==> config.mk <==
export PLATFORM = sky130hd
export DESIGN_NAME = universal_shift_register
export DESIGN_NICKNAME = d
export VERILOG_FILES = /design/src/rtl/usr_pkg.sv /design/src/rtl/shift_word_counter.sv /design/src/rtl/universal_shift_register.sv
export SDC_FILE = /design/constraint.sdc
export NUM_CORES = 1
export LEC_CHECK = 0
export ABC_CLOCK_PERIOD_IN_PS = 3000
export CAP_MARGIN = 20
export CORE_AREA = 2 2 39 41
export CTS_CLUSTER_SIZE = 28
export DETAILED_ROUTE_END_ITERATION = 10
export DIE_AREA = 0 0 41 43
export GPL_TIMING_DRIVEN = 1
export PLACE_DENSITY = 0.88
export SYNTH_ARGS = -nofsm -noshare
export SYNTH_HDL_FRONTEND = slang
export SYNTH_SLANG_ARGS = --single-unit
==> constraint.sdc <==
create_clock -name clk -period 3 [get_ports clk]
set_input_delay 0.6 -clock clk [delete_from_list [all_inputs] [get_ports clk]]
set_output_delay 0.6 -clock clk [all_outputs]
set_load 0.005 [all_outputs]
==> src/rtl/usr_pkg.sv <==
// rtl/usr_pkg.sv - mode encoding and helpers shared by the universal shift register and its users
package usr_pkg;

  typedef logic [2:0] mode_t;

  localparam mode_t MODE_HOLD  = 3'b000;
  localparam mode_t MODE_SHL   = 3'b001;
  localparam mode_t MODE_SHR   = 3'b010;
  localparam mode_t MODE_LOAD  = 3'b011;
  localparam mode_t MODE_ROL   = 3'b100;
  localparam mode_t MODE_ROR   = 3'b101;
  localparam mode_t MODE_CLEAR = 3'b110;
  localparam mode_t MODE_RSVD  = 3'b111;

  // Shifts and rotates in either direction all advance the word counter.
  function automatic logic is_shift_op(input mode_t mode);
    return (mode == MODE_SHL) || (mode == MODE_SHR) ||
           (mode == MODE_ROL) || (mode == MODE_ROR);
  endfunction

  // Load and clear both start a fresh word.
  function automatic logic is_restart_op(input mode_t mode);
    return (mode == MODE_LOAD) || (mode == MODE_CLEAR);
  endfunction

endpackage

==> src/rtl/shift_word_counter.sv <==
// rtl/shift_word_counter.sv - counts shift/rotate operations and pulses word_done at each full word
module shift_word_counter #(
  parameter int WIDTH = 4,
  parameter int CNT_W = 3
) (
  input  logic             clk,
  input  logic             rst,
  input  logic             step,
  input  logic             clr,
  output logic [CNT_W-1:0] cnt,
  output logic             word_done
);

  localparam logic [CNT_W-1:0] LAST = CNT_W'(WIDTH - 1);

  logic [CNT_W-1:0] cnt_q, cnt_d;
  logic             done_q, done_d;

  // Next count: restart wins over step so a load/clear on the last edge suppresses the pulse.
  always_comb begin
    cnt_d  = cnt_q;
    done_d = 1'b0;
    if (clr) begin
      cnt_d = '0;
    end else if (step) begin
      if (cnt_q == LAST) begin
        cnt_d  = '0;
        done_d = 1'b1;
      end else begin
        cnt_d = cnt_q + CNT_W'(1);
      end
    end
  end

  // Counter and pulse registers; reset discards any partial word.
  always_ff @(posedge clk or negedge rst) begin
    if (!rst) begin
      cnt_q  <= '0;
      done_q <= 1'b0;
    end else begin
      cnt_q  <= cnt_d;
      done_q <= done_d;
    end
  end

  assign cnt       = cnt_q;
  assign word_done = done_q;

endmodule

==> src/rtl/universal_shift_register.sv <==
// rtl/universal_shift_register.sv - parametrised shift/rotate/load register with word-complete counter
module universal_shift_register
  import usr_pkg::*;
#(
  parameter int               WIDTH     = 4,
  parameter logic [WIDTH-1:0] RESET_VAL = '0,
  localparam int              CNT_W     = $clog2(WIDTH + 1)
) (
  input  logic             clk,
  input  logic             rst,
  input  logic             en,
  input  mode_t            mode,
  input  logic             sin_r,
  input  logic             sin_l,
  input  logic [WIDTH-1:0] pin,
  output logic [WIDTH-1:0] out,
  output logic             sout_msb,
  output logic             sout_lsb,
  output logic [CNT_W-1:0] shift_cnt,
  output logic             word_done
);

  if (WIDTH < 2 || WIDTH > 32) begin : g_width_check
    $error("universal_shift_register: WIDTH must be in 2..32");
  end

  logic [WIDTH-1:0] out_q, out_d;
  logic             cnt_step;
  logic             cnt_clr;

  // Data path: select the next register value from the operation mode.
  always_comb begin
    out_d = out_q;
    if (en) begin
      case (mode)
        MODE_SHL:   out_d = {out_q[WIDTH-2:0], sin_r};
        MODE_SHR:   out_d = {sin_l, out_q[WIDTH-1:1]};
        MODE_LOAD:  out_d = pin;
        MODE_ROL:   out_d = {out_q[WIDTH-2:0], out_q[WIDTH-1]};
        MODE_ROR:   out_d = {out_q[0], out_q[WIDTH-1:1]};
        MODE_CLEAR: out_d = '0;
        default:    out_d = out_q;
      endcase
    end
  end

  // Counter controls: only enabled edges can step or restart the word.
  always_comb begin
    cnt_step = en && is_shift_op(mode);
    cnt_clr  = en && is_restart_op(mode);
  end

  // Data register; clear goes to zero, only reset restores RESET_VAL.
  always_ff @(posedge clk or negedge rst) begin
    if (!rst) begin
      out_q <= RESET_VAL;
    end else begin
      out_q <= out_d;
    end
  end

  shift_word_counter #(
    .WIDTH (WIDTH),
    .CNT_W (CNT_W)
  ) u_counter (
    .clk       (clk),
    .rst       (rst),
    .step      (cnt_step),
    .clr       (cnt_clr),
    .cnt       (shift_cnt),
    .word_done (word_done)
  );

  assign out      = out_q;
  assign sout_msb = out_q[WIDTH-1];
  assign sout_lsb = out_q[0];

endmodule

## After elaboration in Yosys (flattened, before gate mapping)

Index checks and enable logic that the tools add are counted.

| word-level totals | value |
|---|---|
| register bits after elaboration | 8 |
| input port bits | 12 |
| output and inout port bits | 10 |

| operators by class | value |
|---|---|
| add/subtract/negate cells | 1 |
| eq/ne operators | 7 |
| mux-type cells | 7 |
| reductions and logical operators | 9 |

Operators with widths:

| operator | number |
|---|---|
| case mux 4 bit (6 select lines) | 1 |
| == test 3 x 2 -> 1 bit, second input constant | 3 |
| == test 3 bit, second input constant | 3 |
| two-way mux 3 bit | 3 |
| nonzero test 6 bit | 1 |
| logical OR 1 bit | 4 |
| adder 3 x 1 -> 3 bit, second input constant | 1 |
| == test 3 x 1 -> 1 bit, second input constant | 1 |
| two-way mux 1 bit | 3 |
| logical AND 1 bit | 2 |
| AND reduction 2 bit | 1 |
| nonzero test 2 bit | 1 |

## Depth between registers and ports, before layout

| logic depth | value |
|---|---|
| depth in word-level cells | 7 |
| gate-level depth with buffers | 5 |
| depth with buffers taken out | 4 |

## By module

A second synthesis with hierarchy kept.

| unflattened totals | value |
|---|---|
| cell total of the unflattened synthesis | 70 |
| area, all modules | 619.3 µm² |

By module, submodules not included:

| module | times used | cells an instance | area each (µm²) |
|---|---|---|---|
| universal_shift_register | 1 | 55 | 447.9 |
| shift_word_counter | 1 | 15 | 171.4 |

## Worst setup path before layout

OpenSTA, ideal clock, no wires.

| timing | value |
|---|---|
| path kind | input to register |
| from | input mode[2] |
| to | register u_counter.cnt_q[0], in the netlist u_counter.cnt[0] |
| arrival | 1.352 ns |
| data required time | 2.875 ns |
| path slack | 1.524 ns |
| stages | 4 |
| path buffers | 0 |
| cell sequence | or3_4 nand3_2 nor2b_1 mux2_2 |

| on the way | value |
|---|---|
| cells in the longest elaborated chain, start to end | 6 |
| elaborated cells on any way between the ends | 14 |

Ends and longest elaborated chain:

| item | RTL line | text |
|---|---|---|
| start, declared | universal_shift_register.sv:12 | `input mode_t mode,` |
| == test 3 x 1 -> 1 bit / == test 3 x 2 -> 1 bit (equally long branches) | usr_pkg.sv:17 | `return (mode == MODE_SHL) \|\| (mode == MODE_SHR) \|\|` |
| logical OR 1 bit (2 in series) | usr_pkg.sv:17 |  |
| logical OR 1 bit | usr_pkg.sv:18 | `(mode == MODE_ROL) \|\| (mode == MODE_ROR);` |
| logical AND 1 bit | universal_shift_register.sv:49 | `cnt_step = en && is_shift_op(mode);` |
| nonzero test 2 bit (no source line) | n/a |  |
| end signal, assigned | shift_word_counter.sv:41 | `cnt_q <= cnt_d;` |
| end, declared | shift_word_counter.sv:16 | `logic [CNT_W-1:0] cnt_q, cnt_d;` |

Parallel ways exist; a longest one is shown, timed or not.
A chain may end at the register's enable or synchronous reset.

## Worst setup path after layout

| timing | value |
|---|---|
| from | input mode[1] |
| to | register u_counter.cnt_q[0], in the netlist u_counter.cnt[0] |

The elaborated chain is that of the path after synthesis.

==> results by group <==
Logic synthesis
  • Top cell types by occurrence after synthesis: dfrtp_1 (8), a21oi_1 (6), nand2_1 (5), nand2b_1 (5), o21ai_1 (3)
  • Most used flip-flop cell after synthesis: dfrtp_1
  • Proportion of synthesized chip area in sequential cells: 0.358
  • Flop and latch count out of synthesis: 8
  • Cell count after synthesis: 62
  • Number of distinct library cells after synthesis: 29
  • Dominant cell by count in the synthesized netlist: dfrtp_1
  • Average footprint of a synthesized cell: 9.02 um^2
  • Dominant cell type by area after synthesis: dfrtp_1
  • Net count after synthesis: 75
  • Dominant cells by area after synthesis: dfrtp_1 (36%), nand2b_1 (5.6%), a21oi_1 (5.4%)
  • Combined area of all synthesized cells: 559 um^2
  • Synth async-reset ratio: 1.00
  • Number of enable flip-flop cells after synthesis: 0
  • Synth top area share: 0.358
  • Syn. warnings: 0

STA
  • Worst max-slew margin expressed relative to the limit: 0.646
  • Total setup violations reported at the end of the flow: 0
  • Maximum operating frequency: 495 MHz
  • Final number of hold-violating endpoints: 0
  • Shortest clock period the worst path allows after layout: 2.02 ns
  • Final-report max-slew violation count: 0
  • Hold slack final: 0.525 ns
  • Transition time at the pin with the least slew margin: 0.530 ns
  • Period utilisation layout: 0.673
  • RSZ-0062 raised after global routing: no
  • Final sum of negative setup slack: 0 ns
  • Final Skew: 0.000302 ns

Global routing
  • Global-route met2 utilization: 0.266
  • Antenna violations before repair: 0
  • Met3 Usage GRT: 0.0314
  • M1 GR Usage: 0.235
  • Largest net degree at the start of global routing: 18
  • Overall overflow remaining after global route: 0
  • GRT Total Usage: 0.179
  • First-pass GRT wire length: 2.14 mm
  • Most congested layer reported by global routing: met2
  • Number of global-route vias before repair: 499

Hold path
  • Worst hold path depth: 1
  • HP Class: reg -> reg

Worst setup path
  • Peak fanout along the critical path: 17
  • Critical path data required time: 3.14 ns
  • Class of the most critical setup path: in -> reg
  • Type of element launching the critical path: primary input
  • Type of element capturing the critical path: register
  • Arrival time reported for the critical path endpoint: 2.16 ns
  • Cell count of the worst reg-to-reg path: 4

Detailed routing
  • First-iteration detailed-routing DRC count: 7
  • Via count: 515
  • Iteration count of the initial detailed-routing pass: 4
  • Detailed-route DRC error count: 0
  • Routed vias/inst: 5.31
  • Antenna-violating nets left: 0
  • Overall routed net length: 1.27 mm
  • Post-DR wirelength/cell: 13.1 um

Layout
  • Layout Cell Area excl Fill: 776 um^2
  • Area delta synth->final: 38.7%
  • Filler Cell Count: 120
  • Ratio of cells with drive above 1 in the final layout: 0.0864
  • Number of diodes added for antenna fixing: 0
  • Total Nets Final: 96
  • Utilization after layout: 0.561

Place
  • Detailed Place HPWL: 974 um
  • Final weighted congestion of routability-driven global placement: 0.756
  • Total placed instance area: 753 um^2
  • Number of port buffers: 21

Floorplan
  • Width of the die: 41 um
  • Top-level port count: 22
  • Initial core utilization: 0.404
  • Row count: 14
  • Die area: 1760 um^2
  • Chip height: 43 um
  • Area inside the core boundary: 1380 um^2

Clock network
  • Worst skew pair latency: 0.25 ns
  • Post-CTS Hold Buffers: 0
  • CTS clk-pin slew, worst paths: 0.05 ns
  • Clock tree from TritonCTS: done
  • Buffer depth of the longest clock path: 2
  • Total of cells resized after clock tree synthesis: 0
  • Post-CTS setup buffer count: 0
  • CTS Root Cell: clkbuf_4
  • CTS H-tree depth: 1
  • Count of clock tree sinks: 8
  • CTS Buf Count: 3

Power and ir drop
  • PwrDens: 487 nW/um^2
  • Worst IR drop on VDD: 0.365 mV
  • Lkg Pwr: 0.313 nW

Status
  • Outcome: finished, final reports clean

Flow run
  • Max-cap check violation count: 0
==> where the power goes <==
part	leakage (nW)	switching, W	internal [W]	total, W
clock	0.0138	0.0000370	0.0000458	0.0000828
sequential	0.102	0.0000219	0.000128	0.000150
combinational	0.197	0.0000565	0.0000884	0.000145
total	0.313	0.000115	0.000263	0.000378
==> worst paths after layout <==
check / to / startpoint / slack (ns)
max: u_counter.cnt[0] / mode[1] / 0.98
min: u_counter.cnt[2] / u_counter.cnt[2] / 0.52
max reg2reg: u_counter.cnt[0] / u_counter.cnt[0] / 1.84
min reg2reg: u_counter.cnt[2] / u_counter.cnt[2] / 0.52
max in group asynchronous: u_counter.word_done / rst / 2.11
min in group asynchronous: u_counter.cnt[0] / rst / 0.63
==> cell families (layout without fill, tap and decap cells) <==
| family | Yosys count | in the layout | synth area share |
|---|---|---|---|
| AO/OA/AOI/OAI | 18 | 18 | 0.201 |
| multiplexers | 3 | 3 | 0.0559 |
| XOR/XNOR | 1 | 1 | 0.0157 |
| buffers and inverters | 6 | 25 | 0.0716 |
| flip-flops | 8 | 8 | 0.358 |
| AND/OR/NAND/NOR | 25 | 25 | 0.275 |
| adder cells (fa/ha/maj) | 1 | 1 | 0.0224 |
==> area by class of cell <==
class,count,area (um^2),share of cell area
inverter,1,3.75,0.00484
timing repair buffer,21,210,0.271
multi-input combinational,48,319,0.411
tap,16,20.0,0.0258
clock buffer,3,22.5,0.0290
sequential,8,200,0.258
==> stage by stage <==
stage,setup WS [ns],total power [W],std cells
2_1_floorplan,1.52,0.000220,62
3_3_place_gp,0.772,0.000291,94
3_5_place_dp,0.729,0.000296,94
4_1_cts,0.999,0.000385,97
5_1_grt,0.905,0.000404,97
6_report,0.981,0.000378,97
==> routing by layer <==
layer / vias to the layer above / part of all wire
li1: 266 / -
met1: 235 / 0.44
met2: 14 / 0.52
met3: 0 / 0.036
met4: 0 / 0
met5: - / 0
==> flip-flops by register name, indices dropped and copies added (netlist names) <==
register             cells
u_counter.word_done      1
out                      4
u_counter.cnt            3
==> layout by cell type, fill, tap and decap left out, types with 2 or more instances in the layout <==
master | netlist | routed
clkdlybuf4s50_1 | 0 | 21
dfrtp_1 | 8 | 8
a21oi_1 | 6 | 6
nand2b_1 | 5 | 5
nand2_1 | 5 | 5
o21ai_1 | 3 | 3
clkbuf_4 | 0 | 3
o21ai_0 | 2 | 2
nand3_2 | 2 | 2
nor2_1 | 2 | 2
nand3_1 | 2 | 2
nand3b_1 | 2 | 2
nand4b_1 | 2 | 2
nor3_1 | 2 | 2
mux2i_1 | 2 | 2
nor2b_1 | 2 | 2
==> worst max-delay path, cell delays in order <==
cell and delay, ns:
clkdlybuf4s50_1 0.68, or3_4 0.47, nand3_2 0.09, nor2b_1 0.06, mux2_2 0.26
Note: power is estimated with default switching activity, not from simulation.
